$ cat config.mk
export PLATFORM = sky130hd
export DESIGN_NAME = bin_weight_mac_stream
export DESIGN_NICKNAME = d
export VERILOG_FILES = /design/src/rtl/bin_weight_mac_stream.sv
export SDC_FILE = /design/constraint.sdc
export NUM_CORES = 2
export LEC_CHECK = 0
export CORE_MARGIN = 5
export CORE_UTILIZATION = 70
export DETAILED_ROUTE_END_ITERATION = 7
export GPL_ROUTABILITY_DRIVEN = 0
export HOLD_SLACK_MARGIN = 0.12
export PLACE_DENSITY = 0.9
export SLEW_MARGIN = 30
export SYNTH_ARGS = -nofsm -noshare
export SYNTH_HDL_FRONTEND = slang
export SYNTH_SLANG_ARGS = --single-unit
$ cat constraint.sdc
create_clock -name clk -period 36.7 [get_ports clk]
set_input_delay 11.01 -clock clk [delete_from_list [all_inputs] [get_ports clk]]
set_output_delay 11.01 -clock clk [all_outputs]
set_load 0.05 [all_outputs]
$ cat src/rtl/bin_weight_mac_stream.sv
// Binary-weight (+1/-1) fully-connected engine: streams LANES-wide input beats, accumulates
// OUT_DIM dot products, saturates to BIT_CNT bits. Optional per-neuron bias under `BNW_BIAS_EN.
module bin_weight_mac_stream #(
  parameter int IN_DIM  = 64,
  parameter int OUT_DIM = 16,
  parameter int BIT_CNT = 8,
  parameter int LANES   = 4
) (
  input  logic                       clk,
  input  logic                       rst,
  input  logic                       clear,
  input  logic                       in_valid,
  output logic                       in_ready,
  input  logic [LANES*BIT_CNT-1:0]   in_data,
  input  logic [OUT_DIM*LANES-1:0]   in_weight,
`ifdef BNW_BIAS_EN
  input  logic [OUT_DIM*BIT_CNT-1:0] in_bias,
`endif
  output logic                       out_valid,
  input  logic                       out_ready,
  output logic [OUT_DIM*BIT_CNT-1:0] out_data
);

  localparam int ACC_W  = BIT_CNT + $clog2(IN_DIM) + 2;
  localparam int NBEATS = IN_DIM / LANES;
  localparam int CNT_W  = (NBEATS > 1) ? $clog2(NBEATS) : 1;

  typedef enum logic [1:0] {IDLE, ACC, DONE} state_t;

  state_t                    state, state_nxt;
  logic [CNT_W-1:0]          beat_cnt;
  logic signed [ACC_W-1:0]   acc      [OUT_DIM];
  logic signed [ACC_W-1:0]   acc_nxt  [OUT_DIM];
  logic signed [ACC_W-1:0]   init_val [OUT_DIM];
  logic signed [ACC_W-1:0]   lane_ext [LANES];
  logic signed [ACC_W-1:0]   beat_sum_p0 [OUT_DIM];
  logic                      accept, last_beat, enter_done;

  function automatic logic signed [BIT_CNT-1:0] sat(input logic signed [ACC_W-1:0] a);
    logic signed [ACC_W-1:0] hi, lo;
    hi = {{(ACC_W-BIT_CNT+1){1'b0}}, {(BIT_CNT-1){1'b1}}};
    lo = {{(ACC_W-BIT_CNT+1){1'b1}}, {(BIT_CNT-1){1'b0}}};
    if (a > hi)      sat = hi[BIT_CNT-1:0];
    else if (a < lo) sat = lo[BIT_CNT-1:0];
    else             sat = a[BIT_CNT-1:0];
  endfunction

  // Lanes are widened before negation so that -(-2^(B-1)) stays exact.
  always_comb begin
    for (int k = 0; k < LANES; k++)
      lane_ext[k] = ACC_W'($signed(in_data[k*BIT_CNT +: BIT_CNT]));
  end

  always_comb begin
    for (int o = 0; o < OUT_DIM; o++) begin
      beat_sum_p0[o] = '0;
      for (int k = 0; k < LANES; k++) begin
        if (in_weight[o*LANES+k]) beat_sum_p0[o] = beat_sum_p0[o] + lane_ext[k];
        else                      beat_sum_p0[o] = beat_sum_p0[o] - lane_ext[k];
      end
    end
  end

  always_comb begin
    for (int o = 0; o < OUT_DIM; o++) begin
`ifdef BNW_BIAS_EN
      init_val[o] = ACC_W'($signed(in_bias[o*BIT_CNT +: BIT_CNT]));
`else
      init_val[o] = '0;
`endif
      acc_nxt[o] = ((state == IDLE) ? init_val[o] : acc[o]) + beat_sum_p0[o];
    end
  end

  assign accept     = in_valid & in_ready & ~clear;
  assign last_beat  = ((state == IDLE) && (NBEATS == 1)) ||
                      ((state == ACC) && (beat_cnt == CNT_W'(NBEATS - 1)));
  assign enter_done = accept & last_beat;

  always_comb begin
    state_nxt = state;
    if (clear) begin
      state_nxt = IDLE;
    end else begin
      case (state)
        IDLE:    if (in_valid) state_nxt = (NBEATS == 1) ? DONE : ACC;
        ACC:     if (in_valid && last_beat) state_nxt = DONE;
        DONE:    if (out_ready) state_nxt = IDLE;
        default: state_nxt = IDLE;
      endcase
    end
  end

  always_comb begin
    in_ready  = (state != DONE);
    out_valid = (state == DONE);
  end

  // Accumulate stage: acc/out_data update on the accepting edge.
  always_ff @(posedge clk or posedge rst) begin
    if (rst) begin
      state    <= IDLE;
      beat_cnt <= '0;
      out_data <= '0;
      for (int o = 0; o < OUT_DIM; o++) acc[o] <= '0;
    end else begin
      state <= state_nxt;
      if (clear)
        beat_cnt <= '0;
      else if (accept)
        beat_cnt <= last_beat ? '0 : beat_cnt + CNT_W'(1);
      if (accept)
        for (int o = 0; o < OUT_DIM; o++) acc[o] <= acc_nxt[o];
      if (enter_done)
        for (int o = 0; o < OUT_DIM; o++) out_data[o*BIT_CNT +: BIT_CNT] <= sat(acc_nxt[o]);
    end
  end

endmodule

Yosys cells after proc, flatten, opt, wreduce, memory -nomap -nowiden --
Cells that the tools add are included.
Storage, ports and cells: bits of input ports 101, word-level logic and storage cells 301, output and inout bits 130, register bits after elaboration 390
Operators by class: add/subtract/negate cells 114, bitwise gates (word level) 4, mux-type cells 120, equality and inequality tests 7, reductions and logical operators 5, $lt $le $gt $ge 32
Operator list (number):
- two-way mux 16 bit | 80
- adder 16 x 8 -> 16 bit | 48
- subtractor 16 x 8 -> 16 bit | 48
- adder 16 bit | 16
- > comparator 16 x 8 -> 1 bit (second input constant) | 16
- < comparator 16 x 8 -> 1 bit (second input constant) | 16
- two-way mux 8 bit | 32
- two-way mux 4 bit | 3
- subtractor 1 x 8 -> 9 bit (first input constant) | 1
- two-way mux 2 bit | 4
- inequality test 3 x 2 -> 1 bit (second input constant) | 2
- one-hot mux 2 bit (3 select lines) | 1
- adder 4 x 1 -> 4 bit (second input constant) | 1
- equality test 4 bit (second input constant) | 1
- AND 1 bit | 3
- inequality test 3 bit (second input constant) | 1
- AND reduction 3 bit | 1
- equality test 2 x 1 -> 1 bit (second input constant) | 1
- equality test 2 bit (second input constant) | 1
- logical AND 1 bit | 2
- logical NOT 2 bit | 1
- inequality test 2 bit (second input constant) | 1
- nonzero test 2 bit | 1
- NOT 1 bit | 1

Depth between registers and ports, before layout --
depth in word-level cells 12, depth in mapped cells 41, mapped depth without buffers 37

Least setup slack after synthesis --
OpenSTA, ideal clock, no wires.
path type input to register, from in in_data[2], to reg out_data[18], stages 30, arrival time 18.474 ns, buffers on the path 2, required time 36.574 ns, library setup time 0.126 ns, setup slack 18.100 ns, cell sequence buf_2 -> nor3_1 -> nor3b_1 -> nor3b_1 -> clkbuf_1 -> nor2_1 -> xor2_1 -> ha_1 -> a21o_1 -> a21o_1 -> a21o_1 -> a2111o_1 -> o211ai_1 -> ha_1 -> nand2b_1 -> nor3_1 -> a311oi_1 -> o311ai_0 -> ha_1 -> or4b_2 -> o211ai_1 -> a211o_1 -> ha_1 -> inv_1 -> nor3_1 -> a311oi_1 -> o311ai_0 -> or4_1 -> and3_1 -> a221o_1
Between the ends: longest elaborated chain between the ends 12, elaborated cells on any way between the ends 16, those cells by class 8 x add/sub; 2 x order compare; 6 x mux
RTL lines:
- from (decl) | RTL line 14 | input logic [LANES*BIT_CNT-1:0] in_data,
- subtractor 1 x 8 -> 9 bit | RTL line 59 | else beat_sum_p0[o] = beat_sum_p0[o] - lane_ext[k];
- two-way mux 16 bit * | RTL line 58 | if (in_weight[o*LANES+k]) beat_sum_p0[o] = beat_sum_p0[o] + lane_ext[k];
- subtractor 16 x 8 -> 16 bit / adder 16 x 8 -> 16 bit (equally long branches) | RTL line 59, 58
- two-way mux 16 bit * | RTL line 58
- subtractor 16 x 8 -> 16 bit / adder 16 x 8 -> 16 bit (equally long branches) | RTL line 59, 58
- two-way mux 16 bit * | RTL line 58
- subtractor 16 x 8 -> 16 bit / adder 16 x 8 -> 16 bit (equally long branches) | RTL line 59, 58
- two-way mux 16 bit * | RTL line 58
- adder 16 bit * | RTL line 71 | acc_nxt[o] = ((state == IDLE) ? init_val[o] : acc[o]) + beat_sum_p0[o];
- < comparator 16 x 8 -> 1 bit | RTL line 44 | else if (a < lo) sat = lo[BIT_CNT-1:0];
- two-way mux 8 bit | RTL line 44
- two-way mux 8 bit * | RTL line 43 | if (a > hi) sat = hi[BIT_CNT-1:0];
- to (signal assigned) | RTL line 104 | out_data <= '0;
- to (decl) | RTL line 21 | output logic [OUT_DIM*BIT_CNT-1:0] out_data
Mark *: on every way between the ends. The rest lies on a longest branch, timed or not. A chain may end at the register's enable or synchronous reset.

Worst setup path after layout --
from in in_data[9], to reg out_data[24]
Between the ends: longest elaborated chain between the ends 10, elaborated cells on any way between the ends 14, those cells by class 7 x add/sub; 2 x order compare; 5 x mux
RTL lines (RTL line):
- subtractor 16 x 8 -> 16 bit / adder 16 x 8 -> 16 bit (equally long branches) | 59, 58
- two-way mux 16 bit * | 58
- subtractor 16 x 8 -> 16 bit / adder 16 x 8 -> 16 bit (equally long branches) | 59, 58
- two-way mux 16 bit * | 58
- subtractor 16 x 8 -> 16 bit / adder 16 x 8 -> 16 bit (equally long branches) | 59, 58
- two-way mux 16 bit * | 58
- adder 16 bit * | 71
- < comparator 16 x 8 -> 1 bit | 44
- two-way mux 8 bit | 44
- two-way mux 8 bit * | 43
Marked as above.

==> impl_metrics.csv <==
group,metric,value,unit
global_route,grt_pass1_vias,64076,
clocking,cts_buffers,46,
global_route,grt-ovfl-total,0,
layout,layout_common_cells,"920 x nand2_1, 899 x ha_1, 829 x o21ai_0, 811 x nor2_1, 659 x a21oi_1",
setup_path,required,37190,ps
routing,ant_nets,0,
logic_synthesis,synthAdderAreaFrac,18.96,%
setup_path,worstPathMaxFanout,20,
timing,finalCritPeriodShare,55.84,%
setup_path,critPathKind,"input pin to flip-flop",
clocking,clock_latency,670,ps
timing,final-setup-viol-count,0,
logic_synthesis,synth_seq_cells,390,
setup_path,critPathArrivalTime,20980,ps
layout,post-route-cell-area,0.07137,mm^2
timing,relSlewSlack,28.28,%
worst_hold_path,hp-class,"flip-flop to flip-flop",
global_route,grt_max_degree,134,
floorplanning,core,0.09361,mm^2
logic_synthesis,async_reset_ff_share,100.0,%
timing,drv_slew,0,
logic_synthesis,synth_mux_area_share,2.422,%
timing,rsz0062_at_grt,"no",
routing,drc,4,
placed_design,dpl.hpwl,165.0,mm
clocking,clk_pin_slew,60,ps
timing,final-hold-violation-count,0,
setup_path,slowest_stage,"nor3b_4",
logic_synthesis,syn_area,0.06628,mm^2
setup_path,reg2reg_from,"state[1]",
floorplanning,die-width,317.7,um
global_route,antenna_found_initial,43,
timing,max_clock_freq,48.80,MHz
timing,fin_skew,41.18,ps
logic_synthesis,post_synth.cell_area_avg,7.554,um^2
logic_synthesis,synthSimpleGateAreaFrac,19.66,%
routing,via_per_inst,6.703,
logic_synthesis,synth-compound-area-share,23.89,%
job,drv_cap,0,
floorplanning,rows,112,
setup_path,max_stage_delay,950,ps
layout,drive_gt1_share,3.926,%
placed_design,place_inst,9985,
logic_synthesis,ys_warn_count,0,
worst_hold_path,hp-start,"acc[74]",
clocking,cts_buffer_depth,3,
logic_synthesis,synth_xor_area_share,15.95,%
clocking,cts_setup_buffers,0,
logic_synthesis,synth_edf_count,0,
clocking,cts_sinks,390,
floorplanning,die_h,317.7,um
floorplanning,die_area,0.1009,mm^2
routing,wire_per_inst,22.05,um
routing,drt-pass1-iter-count,8,
run_status,violations,"design-rule violations",
setup_path,crit_start,"in_data[9]",
setup_path,path_buf_inv,4,
placed_design,io_buffers,230,
logic_synthesis,synth.distinct_cells,98,
logic_synthesis,synth_cells,8774,
placed_design,post_dp_cell_area,0.06959,mm^2
timing,fin_crit,20490,ps
clocking,cts.repair.resized,0,
global_route,grt_pass1_wl,343.7,mm
global_route,grt_usage,41.60,%
clocking,tritoncts,"yes",
floorplanning,io_pins,231,
routing,num_vias,67678,
clocking,holdBufCountCts,0,
logic_synthesis,synthFlopType,"dfrtp_1",
layout,fin_nets,9846,
setup_path,start_kind,"input pin",
logic_synthesis,synth_nets,9841,
routing,drtIter0Drc,8994,
setup_path,crit_top_cell,"ha_1",
logic_synthesis,ys_seq_area_share,14.72,%
run_status,status,"complete, but fails checks",
setup_path,critPathCaptureType,"flip-flop",
timing,tightest_slew,1075,ps
logic_synthesis,synth_top_family_by_area,"compound AO/OA/AOI/OAI gates",
timing,fin_setup_tns,0,ps
setup_path,cpLargestDelayFamily,"compound AO/OA/AOI/OAI gates",
layout,fillCellCount,6715,
routing,drt_wl_total,222.7,mm
clocking,cts_root_buf,"clkbuf_16",
layout,layout_commonest_cell,"nand2_1",
clocking,htree_levels,2,
layout,instances_no_fill,10096,
floorplanning,start_util,70.81,%
layout,synthToLayoutAreaGrowth,7.679,%
-- sequential cells by signal, summed over array words and instances (netlist names) --
register  cells
acc         256
out_data    128
state         2
beat_cnt      4
-- worst reg2reg max path, stage by stage, from the launching register on --
cell	delay [ps]
dfrtp_1	470
or2_4	530
buf_4	720
buf_4	620
buf_4	610
and2_1	270
ha_1	280
a21oi_1	310
o21a_1	200
o31ai_1	150
a221o_1	350
o41ai_1	370
xnor3_1	760
a41oi_1	600
nor2_1	220
a21oi_1	200
-- final cells by class --
cell class                 instances  area, um^2  share of cell area [%]
antenna                           28       70.07                 0.09817
sequential                       390        9759                   13.67
timing repair buffer             320        2992                   4.192
clock buffer                      59        1291                   1.809
multi-input combinational       7619       53770                   75.34
clock inverter                    24       396.6                  0.5557
inverter                         402        1524                   2.135
tap                             1254        1569                   2.198
-- per-stage QoR --
step	util [%]	worst slack (ps)	hold WS [ps]
after floorplan	-	14850	437.4
after global placement	74.33	16500	448.7
after detailed placement	74.34	16150	454.0
after CTS	76.14	16790	468.9
after global routing	76.20	16050	479.0
final	76.24	16210	466.0
-- metal layers --
metal | up-vias | routed length, um | track usage [%]
met2 | 4007 | 91020 | 62.05
met3 | 1086 | 30540 | 12.84
met1 | 31545 | 85290 | 53.44
met4 | 38 | 15520 | 23.88
li1 | 31002 | - | -
met5 | - | 274 | 0
-- worst paths after layout --
path	to	cells past startpoint	slack [ps]
worst max-delay path	out_data[24]	34	16210
worst min-delay path	acc[74]	2	470
worst max register to register	out_data[13]	15	29980
worst min register to register	acc[74]	2	470
max in group asynchronous	acc[79]	4	23760
min in group asynchronous	out_data[39]	2	10880
-- cells by family after synthesis --
group / after synthesis
XOR/XNOR: 1164
buffers and inverters: 765
AND/OR/NAND/NOR: 2787
flip-flops: 390
adder cells (fa/ha/maj): 966
AO/OA/AOI/OAI: 2550
multiplexers: 152
-- synthesized netlist by cell type (15+ instances only) --
| cell | instances | area (um^2) |
|---|---|---|
| nor2_1 | 813 | 3052 |
| o21bai_1 | 167 | 1254 |
| nor2b_1 | 86 | 538.0 |
| mux2i_1 | 85 | 850.8 |
| or3_1 | 48 | 300.3 |
| xnor2_1 | 604 | 5290 |
| o41ai_1 | 15 | 131.4 |
| nand4_1 | 64 | 400.4 |
| a2111oi_0 | 17 | 148.9 |
| nand2_1 | 921 | 3457 |
| o21a_1 | 109 | 818.3 |
| a21boi_0 | 44 | 330.3 |
| nand2b_1 | 122 | 763.2 |
| fa_1 | 64 | 1281 |
| nor3_1 | 155 | 775.7 |
| a211oi_1 | 48 | 360.4 |
| a311oi_1 | 21 | 183.9 |
| clkbuf_1 | 309 | 1160 |
| inv_1 | 395 | 1483 |
| o31ai_1 | 46 | 345.3 |
| mux2_2 | 67 | 754.5 |
| o22a_1 | 29 | 254.0 |
| a21o_1 | 230 | 1727 |
| or2_2 | 36 | 225.2 |
| o211ai_1 | 44 | 330.3 |
| o22ai_1 | 16 | 100.1 |
| nand3b_1 | 19 | 142.6 |
| o21ai_0 | 829 | 4149 |
| o211a_1 | 15 | 150.1 |
| or4_1 | 28 | 210.2 |
| buf_1 | 36 | 135.1 |
| nor4_1 | 47 | 294.0 |
| a21oi_1 | 659 | 3298 |
| a31oi_1 | 52 | 325.3 |
| ha_1 | 902 | 11290 |
| xor2_1 | 533 | 4668 |
| a41oi_1 | 17 | 148.9 |
| xnor3_1 | 25 | 563.0 |
| dfrtp_1 | 390 | 9759 |
| nor3b_1 | 23 | 172.7 |
| and2_1 | 258 | 1614 |
| nand3_1 | 88 | 440.4 |
| and3_1 | 31 | 193.9 |
| o311ai_0 | 23 | 201.4 |
Power is left out: the tool's default activity adds up to more than one toggle a clock period on the data nets, which glitch-free logic cannot reach.
